==> config.mk <==
export PLATFORM = sky130hd
export DESIGN_NAME = pe_flit_receiver
export DESIGN_NICKNAME = d
export VERILOG_FILES = /design/src/rtl/noc_pkg.sv /design/src/rtl/flit_fifo.sv /design/src/rtl/pe_flit_receiver.sv
export SDC_FILE = /design/constraint.sdc
export NUM_CORES = 1
export LEC_CHECK = 0
export ABC_AREA = 1
export CAP_MARGIN = 20
export CELL_PAD_IN_SITES_DETAIL_PLACEMENT = 1
export CELL_PAD_IN_SITES_GLOBAL_PLACEMENT = 1
export CORE_UTILIZATION = 45
export DETAILED_ROUTE_END_ITERATION = 16
export PLACE_DENSITY = 0.85
export SYNTH_ARGS = -nofsm -noshare
export SYNTH_HDL_FRONTEND = slang
export SYNTH_HIERARCHICAL = 1
export SYNTH_SLANG_ARGS = --single-unit
==> constraint.sdc <==
create_clock -name i_clk -period 5.05 [get_ports i_clk]
set_input_delay 1.01 -clock i_clk [delete_from_list [all_inputs] [get_ports i_clk]]
set_output_delay 1.01 -clock i_clk [all_outputs]
set_load 0.02 [all_outputs]
==> src/rtl/noc_pkg.sv <==
// Shared flit encodings, header field positions and receiver FSM states.
`timescale 1ns/1ps
package noc_pkg;

  localparam logic [1:0] FT_HEAD = 2'b11;
  localparam logic [1:0] FT_BODY = 2'b10;
  localparam logic [1:0] FT_TAIL = 2'b01;
  localparam logic [1:0] FT_INV  = 2'b00;

  // Header field bit positions within a 40-bit flit
  localparam int unsigned SRC_X_HI    = 37;
  localparam int unsigned SRC_X_LO    = 34;
  localparam int unsigned SRC_Y_HI    = 33;
  localparam int unsigned SRC_Y_LO    = 30;
  localparam int unsigned DST_X_HI    = 29;
  localparam int unsigned DST_X_LO    = 26;
  localparam int unsigned DST_Y_HI    = 25;
  localparam int unsigned DST_Y_LO    = 22;
  localparam int unsigned HDR_DATA_HI = 21;
  localparam int unsigned HDR_DATA_LO = 0;

  typedef enum logic [1:0] {
    StIdle,
    StBody,
    StDrop
  } state_e;

endpackage

==> src/rtl/flit_fifo.sv <==
// Synchronous show-ahead FIFO; the head entry is presented combinationally, zero when empty.
`timescale 1ns/1ps
module flit_fifo #(
  parameter int unsigned WIDTH = 39,
  parameter int unsigned DEPTH = 8
) (
  input  logic                       i_clk,
  input  logic                       i_rst_n,
  input  logic                       i_push,
  input  logic [WIDTH-1:0]           i_push_data,
  input  logic                       i_pop,
  output logic [WIDTH-1:0]           o_data,
  output logic                       o_valid,
  output logic [$clog2(DEPTH):0]     o_count
);

  localparam int unsigned PTR_W = $clog2(DEPTH);
  localparam int unsigned CNT_W = PTR_W + 1;

  logic [WIDTH-1:0] r_mem [DEPTH];
  logic [PTR_W-1:0] r_wr_ptr;
  logic [PTR_W-1:0] r_rd_ptr;
  logic [CNT_W-1:0] r_count;

  logic w_push_ok;
  logic w_pop_ok;

  assign w_push_ok = i_push && (r_count != CNT_W'(DEPTH));
  assign w_pop_ok  = i_pop && (r_count != '0);

  // Pointers wrap naturally because DEPTH is a power of two
  always_ff @(posedge i_clk or negedge i_rst_n) begin
    if (!i_rst_n) begin
      r_wr_ptr <= '0;
      r_rd_ptr <= '0;
      r_count  <= '0;
    end else begin
      if (w_push_ok) r_wr_ptr <= r_wr_ptr + PTR_W'(1);
      if (w_pop_ok)  r_rd_ptr <= r_rd_ptr + PTR_W'(1);
      r_count <= r_count + CNT_W'(w_push_ok) - CNT_W'(w_pop_ok);
    end
  end

  always_ff @(posedge i_clk) begin
    if (w_push_ok) r_mem[r_wr_ptr] <= i_push_data;
  end

  assign o_valid = (r_count != '0);
  assign o_data  = o_valid ? r_mem[r_rd_ptr] : '0;
  assign o_count = r_count;

endmodule

==> src/rtl/pe_flit_receiver.sv <==
// PE-side ejection interface: frames header/body/tail flits, checks routing and length,
// and queues packet data for the processing element.
`timescale 1ns/1ps
module pe_flit_receiver
  import noc_pkg::*;
#(
  parameter int unsigned FLIT_W  = 40,
  parameter int unsigned DEPTH   = 8,
  parameter logic [3:0]  LOCAL_X = 4'h2,
  parameter logic [3:0]  LOCAL_Y = 4'h1,
  parameter int unsigned MAX_LEN = 16
) (
  input  logic              i_clk,
  input  logic              i_rst_n,
  input  logic [FLIT_W-1:0] i_flit_in,
  input  logic              i_req_in,
  output logic              o_grant_out,
  output logic [37:0]       o_pe_data,
  output logic              o_pe_last,
  output logic              o_pe_valid,
  input  logic              i_pe_rd,
  output logic              o_hdr_valid,
  output logic [3:0]        o_hdr_src_x,
  output logic [3:0]        o_hdr_src_y,
  output logic [21:0]       o_hdr_data,
  output logic              o_pkt_done,
  output logic [4:0]        o_pkt_len,
  output logic              o_err_misroute,
  output logic              o_err_orphan,
  output logic              o_err_trunc,
  output logic              o_err_len,
  output logic              o_err_type,
  output logic              o_busy
);

  localparam int unsigned CNT_W = $clog2(DEPTH) + 1;

  state_e      r_state, w_state_next;
  logic [4:0]  r_len, w_len_next;
  logic        r_grant;
  logic        r_hdr_valid, w_hdr_valid;
  logic [3:0]  r_src_x, w_src_x;
  logic [3:0]  r_src_y, w_src_y;
  logic [21:0] r_hdr_data, w_hdr_data;
  logic        r_pkt_done, w_pkt_done;
  logic [4:0]  r_pkt_len, w_pkt_len;
  logic        r_err_misroute, w_err_misroute;
  logic        r_err_orphan, w_err_orphan;
  logic        r_err_trunc, w_err_trunc;
  logic        r_err_len, w_err_len;
  logic        r_err_type, w_err_type;

  logic             w_accept;
  logic [1:0]       w_type;
  logic             w_is_tail;
  logic             w_dst_ok;
  logic             w_push;
  logic             w_pop_ok;
  logic [38:0]      w_head;
  logic [CNT_W-1:0] w_count;
  logic [CNT_W-1:0] w_count_next;

  assign w_accept  = i_req_in && r_grant;
  assign w_type    = i_flit_in[FLIT_W-1 -: 2];
  assign w_is_tail = (w_type == FT_TAIL);
  assign w_dst_ok  = (i_flit_in[DST_X_HI:DST_X_LO] == LOCAL_X) &&
                     (i_flit_in[DST_Y_HI:DST_Y_LO] == LOCAL_Y);

  always_comb begin
    w_state_next   = r_state;
    w_len_next     = r_len;
    w_src_x        = r_src_x;
    w_src_y        = r_src_y;
    w_hdr_data     = r_hdr_data;
    w_pkt_len      = r_pkt_len;
    w_hdr_valid    = 1'b0;
    w_pkt_done     = 1'b0;
    w_err_misroute = 1'b0;
    w_err_orphan   = 1'b0;
    w_err_trunc    = 1'b0;
    w_err_len      = 1'b0;
    w_err_type     = 1'b0;
    w_push         = 1'b0;

    if (w_accept) begin
      unique case (w_type)
        FT_INV: w_err_type = 1'b1;
        FT_HEAD: begin
          // A header always opens a new packet; an unfinished one is flagged only from BODY
          w_err_trunc = (r_state == StBody);
          w_hdr_valid = 1'b1;
          w_src_x     = i_flit_in[SRC_X_HI:SRC_X_LO];
          w_src_y     = i_flit_in[SRC_Y_HI:SRC_Y_LO];
          w_hdr_data  = i_flit_in[HDR_DATA_HI:HDR_DATA_LO];
          w_len_next  = '0;
          if (w_dst_ok) begin
            w_state_next = StBody;
          end else begin
            w_err_misroute = 1'b1;
            w_state_next   = StDrop;
          end
        end
        FT_BODY, FT_TAIL: begin
          unique case (r_state)
            StIdle: w_err_orphan = 1'b1;
            StBody: begin
              if (r_len == 5'(MAX_LEN)) begin
                w_err_len    = 1'b1;
                w_state_next = w_is_tail ? StIdle : StDrop;
              end else begin
                w_push     = 1'b1;
                w_len_next = r_len + 5'd1;
                if (w_is_tail) begin
                  w_pkt_done   = 1'b1;
                  w_pkt_len    = r_len + 5'd1;
                  w_state_next = StIdle;
                end
              end
            end
            StDrop: begin
              if (w_is_tail) w_state_next = StIdle;
            end
            default: w_state_next = StIdle;
          endcase
        end
      endcase
    end
  end

  assign w_pop_ok     = i_pe_rd && (w_count != '0);
  assign w_count_next = w_count + CNT_W'(w_push) - CNT_W'(w_pop_ok);

  always_ff @(posedge i_clk or negedge i_rst_n) begin
    if (!i_rst_n) begin
      r_state        <= StIdle;
      r_len          <= '0;
      r_grant        <= 1'b1;
      r_hdr_valid    <= 1'b0;
      r_src_x        <= '0;
      r_src_y        <= '0;
      r_hdr_data     <= '0;
      r_pkt_done     <= 1'b0;
      r_pkt_len      <= '0;
      r_err_misroute <= 1'b0;
      r_err_orphan   <= 1'b0;
      r_err_trunc    <= 1'b0;
      r_err_len      <= 1'b0;
      r_err_type     <= 1'b0;
    end else begin
      r_state        <= w_state_next;
      r_len          <= w_len_next;
      r_grant        <= (w_count_next < CNT_W'(DEPTH));
      r_hdr_valid    <= w_hdr_valid;
      r_src_x        <= w_src_x;
      r_src_y        <= w_src_y;
      r_hdr_data     <= w_hdr_data;
      r_pkt_done     <= w_pkt_done;
      r_pkt_len      <= w_pkt_len;
      r_err_misroute <= w_err_misroute;
      r_err_orphan   <= w_err_orphan;
      r_err_trunc    <= w_err_trunc;
      r_err_len      <= w_err_len;
      r_err_type     <= w_err_type;
    end
  end

  flit_fifo #(
    .WIDTH (39),
    .DEPTH (DEPTH)
  ) u_fifo (
    .i_clk       (i_clk),
    .i_rst_n     (i_rst_n),
    .i_push      (w_push),
    .i_push_data ({w_is_tail, i_flit_in[37:0]}),
    .i_pop       (i_pe_rd),
    .o_data      (w_head),
    .o_valid     (o_pe_valid),
    .o_count     (w_count)
  );

  assign o_grant_out    = r_grant;
  assign o_pe_data      = w_head[37:0];
  assign o_pe_last      = w_head[38];
  assign o_hdr_valid    = r_hdr_valid;
  assign o_hdr_src_x    = r_src_x;
  assign o_hdr_src_y    = r_src_y;
  assign o_hdr_data     = r_hdr_data;
  assign o_pkt_done     = r_pkt_done;
  assign o_pkt_len      = r_pkt_len;
  assign o_err_misroute = r_err_misroute;
  assign o_err_orphan   = r_err_orphan;
  assign o_err_trunc    = r_err_trunc;
  assign o_err_len      = r_err_len;
  assign o_err_type     = r_err_type;
  assign o_busy         = (r_state != StIdle);

endmodule
# Yosys cells after proc, flatten, opt, wreduce, memory -nomap -nowiden
# Memory sizes are Yosys's and may differ from the RTL's.
# Index checks and enable logic that the tools add are counted.
[totals]
out_inout_bits = 84
latchBits = 0
reg_bits = 60
romBits = 0
n_memories = 1
ramBits = 312
[memory_table]
columns = ["name", "depth", "width", "read_ports", "rd_ports_with_merged_regs", "wr", "line_no", "rtl"]
rows = [
  ["u_fifo.r_mem", 8, 39, 1, 0, 1, "flit_fifo.sv:20", "logic [WIDTH-1:0] r_mem [DEPTH];"],
]
[op_classes]
n_bitwise = 1
n_mux = 37
n_eq_ne = 12
n_addsub = 7
n_mul = 0
magnitude_cmp = 1
n_shift = 0
n_div = 0
n_reduce_logical = 14
[op_table]
columns = ["cell", "count"]
rows = [
  ["2-to-1 mux 39 bit", 1],
  ["2-to-1 mux 1 bit", 27],
  ["2-to-1 mux 5 bit", 2],
  ["case mux 5 bit (2 select lines)", 1],
  ["adder 4 x 1 -> 4 bit", 2],
  ["2-to-1 mux 2 bit", 4],
  ["subtractor 4 x 1 -> 4 bit", 2],
  ["adder 3 x 1 -> 3 bit (second input constant)", 2],
  ["== test 2 bit (second input constant)", 3],
  ["inequality test 2 bit (second input constant)", 3],
  ["case mux 2 bit (3 select lines)", 1],
  ["adder 5 x 1 -> 5 bit (second input constant)", 1],
  ["== test 5 bit (second input constant)", 1],
  ["AND reduction 5 bit", 1],
  ["== test 2 x 1 -> 1 bit (second input constant)", 2],
  ["== test 4 x 1 -> 1 bit (second input constant)", 1],
  ["== test 4 x 2 -> 1 bit (second input constant)", 1],
  ["logical AND 1 bit", 4],
  ["logical NOT 2 bit", 2],
  ["less-than comparator 4 bit (second input constant)", 1],
  ["inequality test 4 bit (second input constant)", 1],
  ["case mux 2 bit (2 select lines)", 1],
  ["AND reduction 4 bit", 1],
  ["nonzero test 2 bit", 2],
  ["other kinds (5)", 5],
]

# Logic depth before layout (Yosys ltp)
# Gate-level depths: netlist of the first run.
[logic_depth]
word_depth = 8
mapped_depth = 14
mapped_depth_nobuf = 14

# By module
# Netlist of the first run, hierarchy kept.
[by_module_without_submodules]
columns = ["mod", "seq_area_each_um2", "area_each_um2", "cells_each", "instances"]
rows = [
  ["flit_fifo", 9619.2, 14158.6, 1419, 1],
  ["pe_flit_receiver", 1252.5, 2367.3, 284, 1],
]

# Worst setup path before layout of the first run
# OpenSTA, ideal clock, no wires.
[synth_path]
path_kind = "input to register"
from = "input port i_flit_in[39]"
to = "memory u_fifo.r_mem[0][0] (enable)"
setup_slack_ps = 860
cell_stages = 9
arrival_time_ps = 3755
cell_sequence = "inv_1 -> ha_1 -> nand2_2 -> nor2_4 -> nand2_4 -> inv_1 -> nand2_1 -> or2_2 -> nor2_1"
[synth_between]
elab_chain_cells = 7
[synth_rtl]
columns = ["element", "line_no", "rtl"]
rows = [
  ["start: declaration", "pe_flit_receiver.sv:15", "input logic [FLIT_W-1:0] i_flit_in,"],
  ["== test 2 x 1 -> 1 bit or == test 2 bit (tied branches)", "pe_flit_receiver.sv:86", "unique case (w_type)"],
  ["OR reduction 2 bit *", "pe_flit_receiver.sv:86", ""],
  ["2-to-1 mux 1 bit *", "pe_flit_receiver.sv:86", ""],
  ["2-to-1 mux 1 bit *", "pe_flit_receiver.sv:85", "if (w_accept) begin"],
  ["named net w_push", "pe_flit_receiver.sv:57", "logic w_push;"],
  ["logical AND 1 bit *", "flit_fifo.sv:28", "assign w_push_ok = i_push && (r_count != CNT_W'(DEPTH));"],
  ["2-to-1 mux 1 bit *", "flit_fifo.sv:45", "if (w_push_ok) r_mem[r_wr_ptr] <= i_push_data;"],
  ["2-to-1 mux 1 bit (not written as such) *", "flit_fifo.sv:45", ""],
  ["end: declaration", "flit_fifo.sv:20", ""],
]
# Mark *: on every way through the listed nets, which the timed path passes. The rest lies on a longest branch.

# Worst setup path in the final report of the first run
[layout_path]
from = "register u_fifo.r_rd_ptr[0]"
to = "output port o_pe_data[1]"
[layout_between]
elab_chain_cells = 2
[layout_rtl]
columns = ["element", "line_no", "rtl"]
rows = [
  ["start: declaration", "flit_fifo.sv:22", "logic [PTR_W-1:0] r_rd_ptr;"],
  ["start signal: assignment", "flit_fifo.sv:39", "if (w_pop_ok) r_rd_ptr <= r_rd_ptr + PTR_W'(1);"],
  ["memory read (8 x 39 bit)", "--", ""],
  ["2-to-1 mux 39 bit", "flit_fifo.sv:49", "assign o_data = o_valid ? r_mem[r_rd_ptr] : '0;"],
  ["end: declaration", "pe_flit_receiver.sv:18", "output logic [37:0] o_pe_data,"],
]
# Every way passes these cells.

==> results of run 1 <==
## logic make-up after synthesis
family                   Yosys count  synth area share
flip-flops                       372            0.6579
buffers and inverters            429            0.1021
XOR/XNOR                           5          0.002650
adder cells (fa/ha/maj)           21           0.01635
AO/OA/AOI/OAI                     18          0.005678
AND/OR/NAND/NOR                  858            0.2153
## routing by layer
layer  GRT usage  routed length (um)  up-vias
met5           0                   0        -
met3     0.04436                2195       84
met1      0.2988               19470     6163
li1            -                   -     5539
met4      0.1070                1323        0
met2      0.4776               25470      381
## layout make-up
cell class              instances  area [sq um]  area share
clock inverters                17         212.7     0.01082
repair buffers                147          1469     0.07472
diodes                          2         5.005   0.0002546
clock buffers                  57          1136     0.05779
flip-flops and latches        372         10880      0.5536
multi-input cells             902          4031      0.2051
well taps                     461         576.8     0.02934
inverters                     357          1344     0.06836
## tightest hold or removal path: cells and delay by family, from the launching register on
kind	cells	cell delay [ps]
DFF	1	340
and+or+nand+nor	2	100
## registers in the layout, indices dropped and copies added, names as in the netlist, 4 cells and up
name / count
u_fifo/r_mem: 312
o_hdr_src_y: 4
u_fifo/o_count: 4
o_pkt_len: 5
o_hdr_data: 22
o_hdr_src_x: 4
r_len: 5
## layout by cell type (no fill, tap or decap), drive strengths merged, types with 2 or more instances in the layout
cell type / netlist / layout
a21oi: 4 / 4
buf: 53 / 21
bufinv: 0 / 5
clkbuf: 19 / 57
clkdlybuf4s50: 0 / 126
clkinv: 0 / 10
dfrtp: 59 / 59
diode: 0 / 2
edfxtp: 312 / 312
ha: 20 / 20
inv: 357 / 358
nand2: 543 / 543
nand3: 209 / 209
nand4: 3 / 3
nor2: 100 / 100
o21ai: 12 / 12
xnor2: 2 / 2
xor2: 3 / 3
## cells in the mapped netlist (all sizes together)
master,number,area share
nand2,543,0.12
inv,357,0.081
edfxtp,312,0.57
nand3,209,0.063
nor2,100,0.025
dfrtp,59,0.089
buf,53,0.017
ha,20,0.015
clkbuf,19,0.0043
o21ai,12,0.0036
a21oi,4,0.0012
nand4,3,0.0011
xor2,3,0.0016
xnor2,2,0.0011
a31oi,1,0.00038
dfstp,1,0.0016
fa,1,0.0012
nand3b,1,0.00045
nor3,1,0.00030
o21a,1,0.00045
or2,1,0.00038
## worst min-delay path by stage
stage                                               from  slack [ps]                              to  depth (start not counted)
after floorplan           u_fifo/r_wr_ptr[2]$_DFFE_PN0P_         480  u_fifo/r_wr_ptr[2]$_DFFE_PN0P_                          2
after global placement        o_hdr_data[17]$_DFFE_PN0P_         450      o_hdr_data[17]$_DFFE_PN0P_                          2
after detailed placement      o_hdr_src_x[2]$_DFFE_PN0P_         460      o_hdr_src_x[2]$_DFFE_PN0P_                          2
after CTS                     o_hdr_src_x[2]$_DFFE_PN0P_         480      o_hdr_src_x[2]$_DFFE_PN0P_                          2
after global routing           o_hdr_data[8]$_DFFE_PN0P_         510       o_hdr_data[8]$_DFFE_PN0P_                          2
final                         o_hdr_data[16]$_DFFE_PN0P_         470      o_hdr_data[16]$_DFFE_PN0P_                          2
## per-stage QoR
step / setup slack, ps / area (sq um) / util / power, mW
after floorplan: 859.7 / 16530 / - / 6.302
after global placement: 1089 / 18300 / 0.5109 / 7.847
after detailed placement: 896.8 / 18300 / 0.5109 / 8.049
after CTS: 428.2 / 19650 / 0.5485 / 11.18
after global routing: 318.8 / 19660 / 0.5486 / 11.64
final: 446.2 / 19660 / 0.5487 / 11.12
## report_power, final
group          internal, mW  switching, mW  leakage [nW]  total (mW)
Sequential             3.54          0.325          3.57        3.87
Combinational          1.55           2.66          4.79        4.21
Clock                  1.83           1.22         0.655        3.05
Total                  6.92           4.21          9.01        11.1
==> out/metrics.cfg, run 1 <==
[sta]
tightest_slew_ps = 1069
period_needed_ps = 4604
holdWs_ps = 471.7
fin_skew_ps = 17.51
relSlewSlack = 0.2872
fin_setup_tns_ps = 0
setup_viol = 0
hold_viol = 0
slew_viol_final = 0
fin_crit_sh = 0.9116
fmax_ghz = 0.2172
rsz0062_at_grt = false

[setup_path]
cp-end-kind = output port
worstPathRequired_ps = 4040
reg2reg_slack_ps = 1620
max_stage_delay_ps = 880
cpLargestDelayFamily = buffers and inverters
worst-path-stages = 8
rr_startpoint = u_fifo/o_count[2]$_DFF_PN0_
critPathSlowestCell = dfrtp_4
critical_path_arrival_ps = 3590
cp-endpoint = o_pe_data[1]
cp_num_buf_inv = 3
cp_cell_sequence = inv_4 > buf_4 > nand2_1 > nand3_1 > nand3_1 > nand2_1 > nor2_1 > clkdlybuf4s50_1
critical_path_class = flip-flop to output port
r2r_end = u_fifo/o_count[2]$_DFF_PN0_
crit_start = u_fifo/r_rd_ptr[0]$_DFFE_PN0P_
cp-start-kind = flip-flop
critPathMaxFanout = 72
rr_worst_depth = 10

[placement]
dpl.hpwl_mm = 27.45
io_buffers = 127
routabilityCongestion = 0.7535
dp.cells = 2239

[clocking]
worstSkewPairLatency_ps = 560
clock_path_buffers = 3
clock-sinks = 372
htree_levels = 2
numCtsBuffers = 40
hold_buffers = 0
clk_pin_slew_worst_paths_ps = 60
clock-root-buffer = clkbuf_16
post-cts-setup-buffer-count = 0
cts-resized-gates = 0
cts_tree = built

[synthesis]
syn-instance-count = 1703
ys_seq_area_frac = 0.6579
syn_area_sq_um = 16530
synth_seq_cells = 372
ys_warn_count = 6
synth.avg_cell_area_sq_um = 9.704
ys_types = 31
synth.net_count = 1768

[power_and_ir_drop]
p_leak_nw = 9.009
ir_drop_mv = 0.3758
powerDensity_nw_per_um2 = 565.9

[floorplanning]
start_util = 0.4613
dieArea_sq_um = 37490
chipWidth_um = 193.6
fp-row-count = 69
ios = 128
core_sq_um = 35830
chipHeight_um = 193.6

[route]
wl_per_cell_um = 20.93
vias = 12167
totalWireLength_mm = 48.46
detail-route-antenna-nets = 0
viasPerCell = 5.256
first_pass_iters = 5
drc = 0
drtIter0Drc = 830

[layout]
nets = 1885
fillers = 3901
drive_above_1_share = 0.05724
final_cell_count_no_fill = 2315
area_growth_syn_to_layout_pct = 18.95

[global_routing]
grt_max_degree = 81
grt_pass1_wl_mm = 74.58
groute.usage.overall = 0.2600
grt_overflow = 0
grt_pass1_vias = 13490
antenna_found_initial = 2

[status]
run_status = finished, final reports clean

[flow_run]
max_cap_violations = 0

[min_path]
min_path_type = flip-flop to flip-flop

(Power assumes the default switching activity.)
==> run 2: changes to the inputs <==
Settings changed: ABC_AREA 1 to default, HOLD_SLACK_MARGIN from default to 0.03, PLACE_DENSITY 0.85 to 0.78.
==> out/metrics.cfg, run 2 <==
[synthesis]
synth_seq_cells = 372
async_reset_ff_frac = 0.1613
synthTopCellsByArea = edfxtp_1 (65%), mux4_2 (12%), dfrtp_1 (10%), a22o_1 (2.5%), mux2_2 (2.5%)
yosys.area.top_type = edfxtp_1
syn-instance-count = 693
ys_warn_count = 6
synth.net_count = 758
syn_area_sq_um = 14520
synthTopCellsByCount = edfxtp_1 (312), mux4_2 (78), dfrtp_1 (59)
synthFlopType = edfxtp_1
yosysMostFrequentCell = edfxtp_1
ys_types = 48
synth.avg_cell_area_sq_um = 20.95
synth-edff-count = 312
synth_top_area_share = 0.6454
ys_seq_area_frac = 0.7489

[clocking]
post-cts-setup-buffer-count = 0
cts_tree = built
htree_levels = 2
clk_pin_slew_worst_paths_ps = 60
hold_buffers = 0
clock_path_buffers = 3
clock-sinks = 372
clock-root-buffer = clkbuf_16
numCtsBuffers = 39
worstSkewPairLatency_ps = 530
cts-resized-gates = 0

[route]
viasPerCell = 5.707
drc = 0
detail-route-antenna-nets = 0
wl_per_cell_um = 25.15
totalWireLength_mm = 32.25
vias = 7316
drtIter0Drc = 472
first_pass_iters = 5

[sta]
fin_setup_tns_ps = 0
setup_viol = 0
period_needed_ps = 4442
tightest_slew_ps = 908.9
slew_viol_final = 0
fmax_ghz = 0.2251
fin_crit_sh = 0.8795
relSlewSlack = 0.3940
rsz0062_at_grt = false
fin_skew_ps = 24.06
hold_viol = 0

[layout]
layout_common_cells = edfxtp_1 (312), clkdlybuf4s50_1 (126), mux4_2 (78)
layout_commonest_cell = edfxtp_1
nets = 914
multi_input_area_sq_um = 3435
largest_reg_flops = 312
area_growth_syn_to_layout_pct = 21.10
fin_util = 0.5557
top_register = u_fifo/r_mem
seqCellArea_sq_um = 10880
diodes = 0
fillers = 2729
drive_above_1_share = 0.2352

[floorplanning]
core_sq_um = 31640
fp-row-count = 65
dieArea_sq_um = 32980
chipWidth_um = 181.6
start_util = 0.4589
chipHeight_um = 181.6
ios = 128

[global_routing]
grt_pass1_vias = 8086
antenna_found_initial = 0
groute.usage.overall = 0.2009
grt_overflow = 0
grt_max_degree = 67
grt_pass1_wl_mm = 49.40

[setup_path]
cp_num_buf_inv = 3
reg2reg_slack_ps = 2040
critical_path_class = flip-flop to output port
cp_cell_sequence = inv_1 > ha_1 > or3b_1 > nor2b_4 > buf_4 > a22o_1 > clkdlybuf4s50_1
cpLargestDelayFamily = buffers and inverters
cp-start-kind = flip-flop
critical_path_arrival_ps = 3430
critPathSlowestCell = nor2b_4
critPathMaxFanout = 21
worstPathRequired_ps = 4040
cp-end-kind = output port
max_stage_delay_ps = 750

[power_and_ir_drop]
p_leak_nw = 6.011
ir_drop_mv = 0.2994
finalPower_mw = 9.761
powerDensity_nw_per_um2 = 555.2

[min_path]
min_path_type = flip-flop to flip-flop

[placement]
dpl.hpwl_mm = 19.01
io_buffers = 127
routabilityCongestion = 0.7324

[flow_run]
max_cap_violations = 0

[status]
run_status = finished, final reports clean

-- run 2: metrics by stage --
stage	area [sq um]	worst slack, ps	instances	hold WS, ps
after floorplan	14530	765.6	693	467.0
after global placement	16350	832.2	1210	481.2
after detailed placement	16350	790.7	1210	479.2
after CTS	17580	569.6	1282	503.1
after global routing	17580	507.7	1282	516.6
final	17580	608.3	1282	494.8
-- run 2: layout make-up --
class	count	share of cell area
Sequential cell	372	0.6188
Multi-Input combinational cell	266	0.1954
Timing Repair Buffer	148	0.08256
Clock buffer	53	0.05971
Tap cell	402	0.02861
Clock inverter	19	0.01025
Inverter	22	0.004697
-- run 2: worst reg2reg max path, cell delays in order, from the launching register on --
cell	delay [ps]
dfrtp_1	400
inv_1	90
ha_1	380
nand2_1	180
nor2_1	270
nand3_1	390
nor2_4	600
buf_4	370
-- run 2: worst paths after layout --
check / cells past startpoint / end / start
hold / removal: 2 / o_pkt_len[4]$_DFFE_PN0P_ / o_pkt_len[4]$_DFFE_PN0P_
min in group asynchronous: 1 / o_hdr_data[3]$_DFFE_PN0P_ / i_rst_n
setup / recovery: 7 / o_pe_data[37] / u_fifo/o_count[2]$_DFF_PN0_
setup reg to reg: 7 / u_fifo/r_mem[3][2]$_DFFE_PP_ / r_state[1]$_DFFE_PN0P_
max in group asynchronous: 1 / u_fifo/r_rd_ptr[0]$_DFFE_PN0P_ / i_rst_n
hold reg to reg: 2 / o_pkt_len[4]$_DFFE_PN0P_ / o_pkt_len[4]$_DFFE_PN0P_
-- run 2: cells by family after synthesis --
kind of cell / count (synthesis) / synth area share
flops: 372 / 0.7489
mux: 112 / 0.1475
compound gates: 65 / 0.03594
simple gates: 58 / 0.02327
buf+inv: 55 / 0.01974
fa+ha+maj: 21 / 0.01862
xor+xnor: 10 / 0.006033
-- run 2: report_power, final --
| group | total [mW] | internal [mW] | switching, mW |
|---|---|---|---|
| clock network | 2.77 | 1.62 | 1.15 |
| logic | 3.26 | 1.67 | 1.59 |
| registers | 3.73 | 3.51 | 0.222 |
-- run 2: layer usage --
| layer | up-vias | global-route usage | wire length (um) |
|---|---|---|---|
| met3 | 33 | 0.03771 | 1760 |
| met4 | 0 | 0.04102 | 398 |
| li1 | 3128 | - | - |
| met1 | 3911 | 0.2695 | 13710 |
| met5 | - | 0 | 0 |
| met2 | 244 | 0.3445 | 16380 |
==> run 3: changes to the inputs <==
Settings changed: PLACE_DENSITY 0.78 to default, PLACE_DENSITY_LB_ADDON from default to 0.1.
==> out/metrics.cfg, run 3 (same netlist as run 2, synthesis figures left out) <==
[clocking]
worstSkewPairLatency_ps = 510
clock_path_buffers = 3
clock-root-buffer = clkbuf_16
htree_levels = 2
clk_pin_slew_worst_paths_ps = 50
cts-resized-gates = 0
clock-sinks = 372
hold_buffers = 0
post-cts-setup-buffer-count = 0
numCtsBuffers = 40
cts_tree = built

[layout]
layout_commonest_cell = edfxtp_1
final_cell_count_no_fill = 1283
diodes = 0
top_register = u_fifo/r_mem
layout_common_cells = edfxtp_1 (312), clkdlybuf4s50_1 (126), mux4_2 (78)
fin_util = 0.5582
drive_above_1_share = 0.2384
largest_reg_flops = 312
nets = 916
final_area_sq_um = 17660
fillers = 2761
area_growth_syn_to_layout_pct = 21.65

[global_routing]
antenna_found_initial = 0
groute.usage.overall = 0.1902
grt_max_degree = 61
grt_pass1_vias = 7840
grt_pass1_wl_mm = 47.03
grt_overflow = 0

[route]
drtIter0Drc = 422
wl_per_cell_um = 23.54
totalWireLength_mm = 30.21
first_pass_iters = 4
vias = 7058
drc = 0
viasPerCell = 5.501
detail-route-antenna-nets = 0

[placement]
routabilityCongestion = 0.7513
dpl.hpwl_mm = 18.44
dp.cells = 1211
io_buffers = 127
dpl_cell_area_sq_um = 16360

[sta]
setup_viol = 0
tightest_slew_ps = 865.6
slew_viol_final = 0
hold_viol = 0
fin_setup_tns_ps = 0
relSlewSlack = 0.4230
fmax_ghz = 0.2354
fin_skew_ps = 11.30
fin_crit_sh = 0.8411
period_needed_ps = 4248
rsz0062_at_grt = false

[setup_path]
critical_path_class = flip-flop to output port
worstPathRequired_ps = 4040
critPathMaxFanout = 25
critPathSlowestCell = clkdlybuf4s50_1
max_stage_delay_ps = 640
cp-end-kind = output port
critical_path_arrival_ps = 3240
cp_cell_sequence = inv_1 > ha_1 > or3b_1 > nor2b_4 > buf_4 > a22o_1 > clkdlybuf4s50_1
worst-path-stages = 7
cp_num_buf_inv = 3
cpLargestDelayFamily = buffers and inverters
cp-start-kind = flip-flop
rr_worst_depth = 10

[power_and_ir_drop]
p_leak_nw = 6.051
ir_drop_mv = 0.3901
powerDensity_nw_per_um2 = 556.7

[flow_run]
max_cap_violations = 0

[status]
run_status = finished, final reports clean

[floorplanning]
ios = 128
chipWidth_um = 181.6
chipHeight_um = 181.6
start_util = 0.4589
fp-row-count = 65
dieArea_sq_um = 32980
core_sq_um = 31640

[min_path]
hold_depth = 2
min_path_type = flip-flop to flip-flop

run 3: path summary, 6_finish.rpt:
check                                                 start                             end  slack [ps]
worst max register to register       r_state[1]$_DFFE_PN0P_     u_fifo/o_count[2]$_DFF_PN0_        2250
worst min register to register     o_pkt_len[4]$_DFFE_PN0P_        o_pkt_len[4]$_DFFE_PN0P_         490
max in group asynchronous                           i_rst_n  u_fifo/r_rd_ptr[0]$_DFFE_PN0P_        3780
worst min-delay path               o_pkt_len[4]$_DFFE_PN0P_        o_pkt_len[4]$_DFFE_PN0P_         490
worst max-delay path            u_fifo/o_count[2]$_DFF_PN0_                    o_pe_data[0]         800
min in group asynchronous                           i_rst_n        o_pkt_len[0]$_DFFE_PN0P_         610
run 3: area by class of cell:
| cell class | count | area, sq um | area share |
|---|---|---|---|
| multi-input cells | 266 | 3435 | 0.1945 |
| inverters | 22 | 82.58 | 0.004676 |
| clock inverters | 20 | 225.2 | 0.01275 |
| well taps | 402 | 503.0 | 0.02848 |
| clock buffers | 52 | 1077 | 0.06100 |
| repair buffers | 149 | 1459 | 0.08261 |
| flip-flops and latches | 372 | 10880 | 0.6160 |
run 3: metrics by stage:
step | total power, mW | hold WS, ps | worst slack [ps]
floorplan | 5.787 | 467.0 | 765.6
global route | 10.27 | 523.9 | 601.3
CTS | 9.982 | 495.3 | 713.7
finish | 9.831 | 492.2 | 802.2
global placement | 7.010 | 470.1 | 1029
detailed placement | 7.075 | 477.6 | 901.8
run 3: power breakdown:
part	switching, mW	total (mW)	internal, mW
Combinational	1.54	3.22	1.67
Sequential	0.222	3.73	3.51
Clock	1.13	2.89	1.76
Total	2.89	9.83	6.94
run 3: worst min-delay path, delay by kind of cell (launching register included):
family	cells	cell delay, ps
flops	1	350
compound gates	1	60
simple gates	1	50
run 3: routing by layer:
layer  wire length [um]  vias to the layer above  global-route usage  part of all wire
met1              12900                     3688              0.2606              0.43
li1                   -                     3149                   -                 -
met3               1539                       42             0.03089             0.051
met5                  0                        -                   0                 0
met4                478                        0             0.04203             0.016
met2              15290                      179              0.3223              0.51
